[src/rtl/posit_min_reduce_if.sv]
// Handshake bundle for posit_min_reduce.
//   Input stream : inData, inValid, inLast  -> ; inReady <-
//   Result stream: outData, outIdx, outCount, outOverflow, outValid -> ; outReady <-
// master: the surrounding system (drives input stream, accepts results).
// slave : the reduction block.
interface posit_min_reduce_if #(
  parameter int unsigned WIDTH = 8,
  parameter int unsigned IDX_W = 8
);
  logic [WIDTH-1:0] inData;
  logic             inValid;
  logic             inLast;
  logic             inReady;
  logic [WIDTH-1:0] outData;
  logic [IDX_W-1:0] outIdx;
  logic [IDX_W:0]   outCount;
  logic             outOverflow;
  logic             outValid;
  logic             outReady;

  modport master (
    output inData, inValid, inLast, outReady,
    input  inReady, outData, outIdx, outCount, outOverflow, outValid
  );

  modport slave (
    input  inData, inValid, inLast, outReady,
    output inReady, outData, outIdx, outCount, outOverflow, outValid
  );
endinterface

[src/rtl/posit_min_reduce.sv]
// Streaming min/argmin (or max/argmax) reduction over vectors of packed posits.
// One element per input beat; inLast closes a vector. One cycle after the last
// beat the winning element, its zero-based index, the element count and an
// overflow flag are presented on the result handshake.
// Ports:
//   clock  - system clock
//   resetN - asynchronous active-low reset
//   bus    - posit_min_reduce_if.slave (input stream + result stream)
module posit_min_reduce #(
  parameter int unsigned WIDTH  = 8,
  parameter int unsigned ES     = 1,
  parameter int unsigned IS_MAX = 0,
  parameter int unsigned IDX_W  = 8
) (
  input  logic                  clock,
  input  logic                  resetN,
  posit_min_reduce_if.slave     bus
);

  // Packed posit ordering is ES-independent, but a field wider than the word is meaningless.
  if (ES >= WIDTH) begin : gBadEs
    $error("posit_min_reduce: ES must be smaller than WIDTH");
  end

  // Count saturates at 2^IDX_W.
  localparam logic [IDX_W:0] FULL_CNT = {1'b1, {IDX_W{1'b0}}};

  typedef enum logic {FIRST, ACCUM} state_t;

  state_t           state, stateNext;
  logic [WIDTH-1:0] acc, accNext;
  logic [IDX_W-1:0] accIdx, accIdxNext;
  logic [IDX_W:0]   cnt, cntNext;
  logic             ovf, ovfNext;

  logic beat, fire, load, isFull, xWins;

  // Packed posits order like two's-complement integers; NaR is the most negative code.
  function automatic logic positLt(input logic [WIDTH-1:0] a, input logic [WIDTH-1:0] b);
    return $signed(a) < $signed(b);
  endfunction

  assign bus.inReady = !bus.outValid || bus.outReady;
  assign beat        = bus.inValid && bus.inReady;
  assign fire        = bus.outValid && bus.outReady;
  assign load        = beat && bus.inLast;

  always_comb begin
    stateNext  = state;
    accNext    = acc;
    accIdxNext = accIdx;
    cntNext    = cnt;
    ovfNext    = ovf;
    isFull     = (cnt == FULL_CNT);
    xWins      = (IS_MAX != 0) ? positLt(acc, bus.inData) : positLt(bus.inData, acc);
    if (beat) begin
      unique case (state)
        FIRST: begin
          accNext    = bus.inData;
          accIdxNext = '0;
          cntNext    = (IDX_W+1)'(1);
          ovfNext    = 1'b0;
          stateNext  = bus.inLast ? FIRST : ACCUM;
        end
        ACCUM: begin
          // Strict compare keeps the earlier element on ties; once saturated
          // nothing may replace the accumulator since its index is unrepresentable.
          if (xWins && !isFull) begin
            accNext    = bus.inData;
            accIdxNext = cnt[IDX_W-1:0];
          end
          cntNext   = isFull ? cnt : cnt + (IDX_W+1)'(1);
          ovfNext   = ovf || isFull;
          stateNext = bus.inLast ? FIRST : ACCUM;
        end
        default: stateNext = FIRST;
      endcase
    end
  end

  always_ff @(posedge clock or negedge resetN) begin
    if (!resetN) begin
      state  <= FIRST;
      acc    <= '0;
      accIdx <= '0;
      cnt    <= '0;
      ovf    <= 1'b0;
    end else begin
      state  <= stateNext;
      acc    <= accNext;
      accIdx <= accIdxNext;
      cnt    <= cntNext;
      ovf    <= ovfNext;
    end
  end

  // Result register: a last beat reloads it even while the previous result fires,
  // giving back-to-back results at full throughput.
  always_ff @(posedge clock or negedge resetN) begin
    if (!resetN) begin
      bus.outValid    <= 1'b0;
      bus.outData     <= '0;
      bus.outIdx      <= '0;
      bus.outCount    <= '0;
      bus.outOverflow <= 1'b0;
    end else if (load) begin
      bus.outValid    <= 1'b1;
      bus.outData     <= accNext;
      bus.outIdx      <= accIdxNext;
      bus.outCount    <= cntNext;
      bus.outOverflow <= ovfNext;
    end else if (fire) begin
      bus.outValid    <= 1'b0;
    end
  end

endmodule

[src/flat_wrapper.sv]
// flat-port wrapper written by rule: the top's interface ports become plain ports
module posit_min_reduce_flat 
#(
  parameter int unsigned WIDTH  = 8,
  parameter int unsigned ES     = 1,
  parameter int unsigned IS_MAX = 0,
  parameter int unsigned IDX_W  = 8
)
  (clock, resetN, bus_inData, bus_inValid, bus_inLast, bus_outReady, bus_inReady, bus_outData, bus_outIdx, bus_outCount, bus_outOverflow, bus_outValid);
  posit_min_reduce_if #(.WIDTH(WIDTH), .IDX_W(IDX_W)) bus_i ();
  input  logic clock;
  input  logic resetN;
  input wire logic [$bits(bus_i.inData)-1:0] bus_inData;
  input wire logic [$bits(bus_i.inValid)-1:0] bus_inValid;
  input wire logic [$bits(bus_i.inLast)-1:0] bus_inLast;
  input wire logic [$bits(bus_i.outReady)-1:0] bus_outReady;
  output wire logic [$bits(bus_i.inReady)-1:0] bus_inReady;
  output wire logic [$bits(bus_i.outData)-1:0] bus_outData;
  output wire logic [$bits(bus_i.outIdx)-1:0] bus_outIdx;
  output wire logic [$bits(bus_i.outCount)-1:0] bus_outCount;
  output wire logic [$bits(bus_i.outOverflow)-1:0] bus_outOverflow;
  output wire logic [$bits(bus_i.outValid)-1:0] bus_outValid;
  assign bus_i.inData = bus_inData;
  assign bus_i.inValid = bus_inValid;
  assign bus_i.inLast = bus_inLast;
  assign bus_i.outReady = bus_outReady;
  assign bus_inReady = bus_i.inReady;
  assign bus_outData = bus_i.outData;
  assign bus_outIdx = bus_i.outIdx;
  assign bus_outCount = bus_i.outCount;
  assign bus_outOverflow = bus_i.outOverflow;
  assign bus_outValid = bus_i.outValid;
  posit_min_reduce #(.WIDTH(WIDTH), .ES(ES), .IS_MAX(IS_MAX), .IDX_W(IDX_W)) u_core (.clock(clock), .resetN(resetN), .bus(bus_i));
endmodule
[config.mk]
export PLATFORM = sky130hd
export DESIGN_NAME = posit_min_reduce_flat
export DESIGN_NICKNAME = d
export VERILOG_FILES = /design/src/rtl/posit_min_reduce_if.sv /design/src/rtl/posit_min_reduce.sv /design/src/flat_wrapper.sv
export SDC_FILE = /design/constraint.sdc
export NUM_CORES = 1
export LEC_CHECK = 0
export CORE_MARGIN = 4
export CORE_UTILIZATION = 59
export CTS_CLUSTER_SIZE = 16
export DETAILED_ROUTE_END_ITERATION = 8
export PLACE_DENSITY = 0.85
export SKIP_CTS_REPAIR_TIMING = 1
export SYNTH_ARGS = -nofsm -noshare
export SYNTH_HDL_FRONTEND = slang
export SYNTH_SLANG_ARGS = --single-unit
[constraint.sdc]
create_clock -name clock -period 5.5 [get_ports clock]
set_clock_uncertainty 0.1 [all_clocks]
set_input_delay 0.55 -clock clock [delete_from_list [all_inputs] [get_ports clock]]
set_output_delay 0.55 -clock clock [all_outputs]
set_load 0.005 [all_outputs]
==> After elaboration in Yosys (flattened, before gate mapping) <==
Index checks and enable logic that the tools add are counted.
Widths: inputs -> output; s select.
{ "totals": {"register_bits": 54, "input_bits": 13, "out_inout_bits": 28, "elab_cells": 37} }
{ "op_classes": {"add_sub_neg": 1, "n_lt_le_gt_ge": 1, "n_eq_ne": 1, "mux": 14, "n_bitwise": 1, "reduce_logical": 9} }
{ "op_table": {"columns": ["operator", "n"], "rows": [
  ["$mux 8", 4],
  ["$pmux 8 s2", 2],
  ["$mux 9", 2],
  ["$pmux 9 s2", 1],
  ["$add 9x1->9 const B", 1],
  ["$eq 9x9->1 const B", 1],
  ["$lt 8x8->1", 1],
  ["$logic_and 1x1->1", 4],
  ["$mux 1", 4],
  ["$logic_not 1->1", 2],
  ["$logic_or 1x1->1", 2],
  ["$pmux 1 s2", 1],
  ["$reduce_bool 2->1", 1],
  ["$not 1->1", 1]
]} }

==> Depth between registers and ports, before layout <==
Gate-level depths: netlist of the first run.
{ "logic_depth": {"ltp_word": 6, "ltp_mapped": 8, "ltp_nobuf": 7} }

==> Least setup slack after synthesis of the first run <==
Ideal clock, no wire load.
{ "synth_timing": {"path_kind": "input-to-reg", "start": "input port bus_inData[2]", "end": "register u_core.acc[0]", "setup_time_ns": 0.125, "arrival_time_ns": 2.112, "required_ns": 5.275, "slack_ns": 3.164, "cell_stages": 6, "path_buffers": 0, "path_cell_list": "ha_1 -> a21o_1 -> a31oi_1 -> o32ai_4 -> nor2_4 -> mux2_4"} }
{ "synth_between": {"elab_chain_len": 5} }
{ "synth_lines": {"columns": ["item", "line_no", "source"], "rows": [
  ["start, declared", "flat_wrapper.sv:13", "input wire logic [$bits(bus_i.inData)-1:0] bus_inData;"],
  ["$lt 8x8->1", "posit_min_reduce.sv:40", "return $signed(a) < $signed(b);"],
  ["$logic_and 1x1->1", "posit_min_reduce.sv:68", "if (xWins && !isFull) begin"],
  ["$mux 8", "posit_min_reduce.sv:68", null],
  ["$pmux 8 s2", "posit_min_reduce.sv:57", "unique case (state)"],
  ["$mux 8", "posit_min_reduce.sv:56", "if (beat) begin"],
  ["via u_core.accNext[0]", "posit_min_reduce.sv:31", "logic [WIDTH-1:0] acc, accNext;"],
  ["end signal, assigned", "posit_min_reduce.sv:90", "acc <= accNext;"],
  ["end, declared", "posit_min_reduce.sv:31", null]
]} }
The timed path passes the listed nets, and every way through them passes these cells.
A chain may end at the register's enable or synchronous reset.

==> Final worst setup path of the first run <==
{ "layout_timing": {"start": "input port bus_outReady", "end": "register u_core.bus.outCount[2]"} }
{ "layout_between": {"elab_chain_len": 3, "elab_cells_between_ends": 4, "classes_between": "mux: 1; reduce/logical: 3"} }
{ "layout_lines": {"columns": ["item", "line_no", "source"], "rows": [
  ["start, declared", "flat_wrapper.sv:16", "input wire logic [$bits(bus_i.outReady)-1:0] bus_outReady;"],
  ["$logic_or 1x1->1 (*)", "posit_min_reduce.sv:43", "assign bus.inReady = !bus.outValid || bus.outReady;"],
  ["$logic_and 1x1->1 (*)", "posit_min_reduce.sv:44", "assign beat = bus.inValid && bus.inReady;"],
  ["$mux 9 or $logic_and 1x1->1 (tied branches)", "posit_min_reduce.sv:56, posit_min_reduce.sv:46", null],
  ["end signal, assigned", "posit_min_reduce.sv:110", "bus.outCount <= cntNext;"],
  ["end, declared", "posit_min_reduce_if.sv:28", "output inReady, outData, outIdx, outCount, outOverflow, outValid"]
]} }
Mark *: on every way between the ends. The rest lies on a longest branch, timed or not.

==> flow_metrics.py, run 1 <==
metrics = {
    "worst_setup_path": {
        "slowest_delay_ns": 0.75,
        "worstSetupStartpointType": "primary input",
        "reg2reg_slack_ns": 2.82,
        "r2r_cells": 4,
        "worstReg2RegStart": "u_core.state",
        "path_delay_family": "simple AND/OR/NAND/NOR gates",
        "rr_endpoint": "u_core.acc[2]",
        "cp_cell_sequence": "clkdlybuf4s50_1 -> nand2b_1 -> and2_1 -> nand2_1 -> mux2_2",
        "critPathBufInv": 1,
        "arrival_ns": 2.89,
        "cp-startpoint": "bus_outReady",
        "crit_slowest_cell": "nand2_1",
        "crit_type": "primary input to flop",
        "worstSetupEndpointType": "flop",
        "path_max_fanout": 37,
        "crit_required_ns": 5.60,
    },
    "global_routing": {
        "grt_overflow_total": 0,
        "grt_pass1_vias": 2137,
        "grt_pass1_wl_um": 10500,
        "antenna_found_initial": 0,
        "groute.usage.overall_pct": 21.7,
        "grt_max_degree": 55,
    },
    "yosys": {
        "synth_edf_count": 0,
        "synthArstFlopShare_pct": 100,
        "yosysSeqAreaShare_pct": 47.1,
        "syn_area_um2": 2870,
        "synth.avg_cell_area_um2": 10.1,
        "netlist_instances": 284,
        "ys_seq_elements": 54,
        "synth.distinct_cells": 44,
        "synthesis.nets": 306,
        "ys.flop_type": "dfrtp_1",
        "yosys_warnings": 0,
    },
    "cts": {
        "clockBufferDepth": 2,
        "clk_pin_slew_ns": 0.09,
        "h-tree-depth": 2,
        "clock_latency_ns": 0.31,
        "cts_sinks": 54,
        "clk_root_buffer_cell": "clkbuf_8",
        "numCtsBuffers": 5,
        "cts_tree": "built",
    },
    "timing": {
        "min_period_over_period_pct": 50.9,
        "setup_viol": 0,
        "fmax_mhz": 357,
        "rsz0062_at_grt": "no",
        "drv_slew": 0,
        "finalCriticalPeriod_ns": 2.80,
        "tns_ns": 0,
        "finalHoldViolCount": 0,
        "tightest_slew_ns": 1.17,
        "timing.slew.headroom_pct": 21.9,
    },
    "die": {
        "fp.dieArea_um2": 6050,
        "die_w_um": 77.8,
        "die_h_um": 77.8,
        "core_um2": 4720,
        "fp-row-count": 25,
        "pin_count": 41,
        "start_util_pct": 60.8,
    },
    "cells_and_area": {
        "area_growth_pct": 18.0,
        "layout_commonest_cell": "dfrtp_1",
        "fill_cells": 340,
        "fin_util_pct": 71.7,
        "drive_gt1_share_pct": 9.49,
        "nets": 338,
        "antenna_cells": 0,
        "instances_no_fill": 383,
        "layout_common_cells": "dfrtp_1 (54), nand2_1 (46), clkdlybuf4s50_1 (39), o21ai_0 (32), nand3_1 (17)",
    },
    "detailed_routing": {
        "drt-initial-drc-count": 202,
        "first_pass_iters": 4,
        "drc": 0,
        "finalWirelength_um": 6160,
        "via_per_inst": 5.86,
        "vias": 2244,
        "ant_nets": 0,
        "wire_per_inst_um": 16.1,
    },
    "run_status": {
        "outcome": "complete, no violations",
    },
    "power": {
        "p_leak_nw": 1.55,
        "vdd_ir_drop_max_mv": 0.267,
        "power.density_nw_per_um2": 525,
    },
    "run": {
        "max_cap_viol_count": 0,
    },
    "worst_hold_path": {
        "hold_path_class": "primary input to asynchronous set/reset pin",
    },
    "place": {
        "globalplace.congestion": 0.868,
        "place_hpwl_um": 4090,
        "io_buffers": 40,
        "dp.cells": 376,
    },
}
synth_stat cells, types with 2 or more instances:
library cell,instances,area share [%]
a21o_1,4,1.0
inv_1,12,1.6
a2bb2oi_1,9,2.7
nand2_1,46,6.0
dfrtp_1,54,47
nor4b_4,2,1.7
mux2_4,8,4.2
ha_1,9,3.9
a21oi_1,6,1.0
nor3_1,2,0.35
mux2i_1,10,3.5
o21ai_1,2,0.35
nor2_1,11,1.4
o311ai_0,7,2.1
and2_1,2,0.44
o21ai_0,32,5.6
buf_2,6,1.0
buf_4,3,0.78
nand2b_1,5,1.1
o31ai_1,2,0.52
clkbuf_1,6,0.78
nand3_1,17,3.0
mux2_2,6,2.4
a22o_1,3,0.92
registers in the layout (all words and copies together) (netlist names):
signal,cells
u_core.bus.outIdx,8
u_core.accIdx,8
u_core.bus.outData,8
u_core.bus.outValid,1
u_core.acc,8
u_core.ovf,1
u_core.bus.outOverflow,1
u_core.state,1
u_core.cnt,9
u_core.bus.outCount,9
cell type report:
| class | count | area, um^2 | share of cell area, % |
|---|---|---|---|
| inverter | 12 | 45.0 | 1.33 |
| clock inverter | 1 | 30.0 | 0.886 |
| timing repair buffer | 42 | 410 | 12.1 |
| multi-input combinational | 201 | 1390 | 40.9 |
| clock buffer | 6 | 82.6 | 2.44 |
| tap | 67 | 83.8 | 2.47 |
| sequential | 54 | 1350 | 39.9 |
where the power goes:
part	internal (W)	switching (W)	total [W]
Sequential	0.000565	0.000162	0.000727
Clock	0.000146	0.000126	0.000272
Combinational	0.000420	0.000358	0.000778
kinds of logic after synthesis:
kind of cell             after synthesis  share of synthesized area, %
AO/OA/AOI/OAI                         73                          17.5
XOR/XNOR                               2                         0.610
adder cells (fa/ha/maj)                9                          3.92
buffers and inverters                 29                          4.71
flip-flops                            54                          47.1
multiplexers                          24                          10.0
AND/OR/NAND/NOR                       93                          16.2
layer usage:
layer | wire length, um | track usage (%) | share of wire, % | up-vias
li1 | - | - | - | 1069
met1 | 2700 | 29.9 | 44 | 1094
met2 | 3000 | 35.4 | 49 | 71
met3 | 373 | 3.71 | 6.1 | 10
met4 | 87 | 6.41 | 1.4 | 0
met5 | 0 | 0 | 0 | -
worst max-delay path by stage:
stage,end,slack [ns],cells past startpoint
2_1_floorplan,u_core.acc[0],3.16,6
3_3_place_gp,u_core.bus.outCount[3],2.45,5
5_1_grt,u_core.bus.outOverflow,2.50,5
3_5_place_dp,u_core.bus.outCount[2],2.36,5
4_1_cts,u_core.bus.outCount[2],2.68,5
6_report,u_core.bus.outCount[2],2.70,5
through the flow:
stage / hold WS [ns] / worst slack [ns] / total power (W) / instance area (um^2)
finish: 0.254 / 2.70 / 0.00178 / 3390
global route: 0.329 / 2.50 / 0.00191 / 3390
CTS: 0.282 / 2.68 / 0.00178 / 3390
detailed placement: 0.370 / 2.36 / 0.00151 / 3280
global placement: 0.363 / 2.45 / 0.00147 / 3280
floorplan: 0.154 / 3.16 / 0.00122 / 2870
No activity file was read; power rests on OpenSTA's default activity.
==> inputs of run 2 (changes only) <==
--- a/config.mk
+++ b/config.mk
@@ -6,10 +6,10 @@
 export NUM_CORES = 1
 export LEC_CHECK = 0
 export CORE_MARGIN = 4
-export CORE_UTILIZATION = 59
+export CORE_UTILIZATION = 54
 export CTS_CLUSTER_SIZE = 16
 export DETAILED_ROUTE_END_ITERATION = 8
-export PLACE_DENSITY = 0.85
+export PLACE_DENSITY = 0.79
 export SKIP_CTS_REPAIR_TIMING = 1
 export SYNTH_ARGS = -nofsm -noshare
 export SYNTH_HDL_FRONTEND = slang
==> constraint.sdc (replaced) <==
create_clock -name clock -period 2.7 [get_ports clock]
set_clock_uncertainty 0.1 [all_clocks]
set_input_delay 0.27 -clock clock [delete_from_list [all_inputs] [get_ports clock]]
set_output_delay 0.27 -clock clock [all_outputs]
set_load 0.005 [all_outputs]
==> flow_metrics.py, run 2 (same netlist as run 1, synthesis figures left out) <==
metrics = {
    "die": {
        "start_util_pct": 55.9,
        "pin_count": 41,
        "fp.dieArea_um2": 6550,
        "die_h_um": 80.9,
        "die_w_um": 80.9,
        "core_um2": 5140,
        "fp-row-count": 26,
    },
    "timing": {
        "rsz0062_at_grt": "no",
        "setup_viol": 0,
        "tns_ns": 0,
        "tightest_slew_ns": 0.651,
        "finalCriticalPeriod_ns": 2.34,
        "whs_ns": 0.381,
        "fmax_mhz": 428,
        "drv_slew": 0,
        "timing.slew.headroom_pct": 56.6,
        "min_period_over_period_pct": 86.5,
        "finalHoldViolCount": 0,
    },
    "detailed_routing": {
        "ant_nets": 0,
        "wl_met1_um": 2860,
        "met3_length_um": 344,
        "via_per_inst": 5.66,
        "finalWirelength_um": 6160,
        "vias": 2259,
        "highest_layer": "met4",
        "wl_met2_um": 2910,
        "wire_per_inst_um": 15.4,
        "drt-initial-drc-count": 210,
        "drc": 0,
        "first_pass_iters": 4,
    },
    "cts": {
        "clk_root_buffer_cell": "clkbuf_8",
        "cts_sinks": 54,
        "clockBufferDepth": 2,
        "clk_pin_slew_ns": 0.09,
        "clock_latency_ns": 0.30,
        "numCtsBuffers": 5,
        "cts_tree": "built",
        "h-tree-depth": 2,
    },
    "run_status": {
        "outcome": "complete, no violations",
    },
    "worst_setup_path": {
        "path_max_fanout": 8,
        "slowest_delay_ns": 0.46,
        "crit_type": "primary input to flop",
        "crit_required_ns": 2.79,
        "cp_cell_sequence": "clkdlybuf4s50_1 -> ha_1 -> a21o_1 -> a31oi_1 -> o32ai_4 -> nor2_4 -> mux2_4",
        "worstSetupEndpointType": "flop",
        "worstSetupStartpointType": "primary input",
        "crit_slowest_cell": "clkdlybuf4s50_1",
        "arrival_ns": 2.43,
    },
    "global_routing": {
        "groute.usage.overall_pct": 20.2,
        "grt_pass1_vias": 2196,
        "grt_max_degree": 29,
        "grt_pass1_wl_um": 10400,
        "antenna_found_initial": 0,
        "grt_overflow_total": 0,
    },
    "cells_and_area": {
        "layout_common_cells": "dfrtp_1 (54), nand2_1 (46), clkdlybuf4s50_1 (39), o21ai_0 (32), nand3_1 (17)",
        "antenna_cells": 0,
        "fill_cells": 432,
        "largest_registers": "u_core.bus.outCount (9), u_core.cnt (9)",
        "nets": 350,
        "area_growth_pct": 21.5,
        "drive_gt1_share_pct": 12.5,
        "postLayoutCellArea_um2": 3490,
        "fin_util_pct": 67.9,
        "layout_commonest_cell": "dfrtp_1",
    },
    "place": {
        "io_buffers": 40,
        "place_hpwl_um": 4390,
        "postPlaceCellArea_um2": 3390,
        "globalplace.congestion": 0.807,
    },
    "power": {
        "switching_power_w": 0.00131,
        "power_frac_seq_pct": 40.9,
        "p_clk_share_pct": 12.9,
        "internal_power_w": 0.00229,
        "p_sw_share_pct": 36.5,
        "vdd_ir_drop_max_mv": 0.533,
        "power.density_nw_per_um2": 1030,
        "p_comb_share_pct": 46.2,
        "p_leak_nw": 1.61,
    },
    "run": {
        "max_cap_viol_count": 0,
    },
    "worst_hold_path": {
        "hold_path_class": "flop to flop",
    },
}
==> run 2: changes by cell type in the layout (fill, tap and decap cells not counted), sizes merged <==
cell | previous run | this run
clkinv | 0 | 1
buf | 3 | 14
bufinv | 1 | 0
dlygate4sd3 | 0 | 1
clkbuf | 6 | 7
==> run 2: per-layer routing <==
layer  global-route usage, %  up-vias
li1                        -     1100
met1                    28.0     1075
met2                    33.7       76
met3                    3.77        8
met4                    3.21        0
met5                       0        -
==> run 2: power by group through the flow <==
stage | combinational, W | sequential [W] | clock [W]
4_1_cts | 0.00167 | 0.00147 | 0.000477
5_1_grt | 0.00183 | 0.00153 | 0.000512
3_5_place_dp | 0.00166 | 0.00148 | 0
3_3_place_gp | 0.00161 | 0.00146 | 0
6_report | 0.00166 | 0.00147 | 0.000464
2_1_floorplan | 0.00110 | 0.00138 | 0
==> run 2: worst max-delay path: cells and delay by family <==
| kind | cells | cell delay, ns |
|---|---|---|
| compound gates | 3 | 0.67 |
| mux | 1 | 0.34 |
| simple gates | 1 | 0.35 |
| buf+inv | 1 | 0.46 |
| fa+ha+maj | 1 | 0.33 |
==> run 2: area by class of cell <==
cell class	count	area [um^2]	share of cell area, %
inverter	12	45.0	1.29
clock inverter	1	5.00	0.143
tap	70	87.6	2.51
multi-input combinational	201	1390	39.7
sequential	54	1350	38.7
clock buffer	7	86.3	2.47
timing repair buffer	54	528	15.1
==> run 2: worst paths after layout <==
| path | start | to | slack [ns] | cells after the start |
|---|---|---|---|---|
| setup / recovery | bus_inData[2] | u_core.acc[2] | 0.36 | 7 |
| hold / removal | u_core.bus.outIdx[0] | u_core.bus.outIdx[0] | 0.38 | 2 |
| setup reg to reg | u_core.acc[2] | u_core.acc[2] | 0.40 | 7 |
| hold reg to reg | u_core.bus.outIdx[0] | u_core.bus.outIdx[0] | 0.38 | 2 |
| max in group asynchronous | resetN | u_core.cnt[0] | 1.50 | 3 |
| min in group asynchronous | resetN | u_core.bus.outData[3] | 0.44 | 2 |
==> run 2: through the flow <==
step,total power [W],std cells,setup WS [ns]
final,0.00360,399,0.363
after global routing,0.00387,399,0.211
after CTS,0.00362,398,0.367
after detailed placement,0.00314,390,0.0463
after global placement,0.00307,390,0.114
after floorplan,0.00248,284,0.554
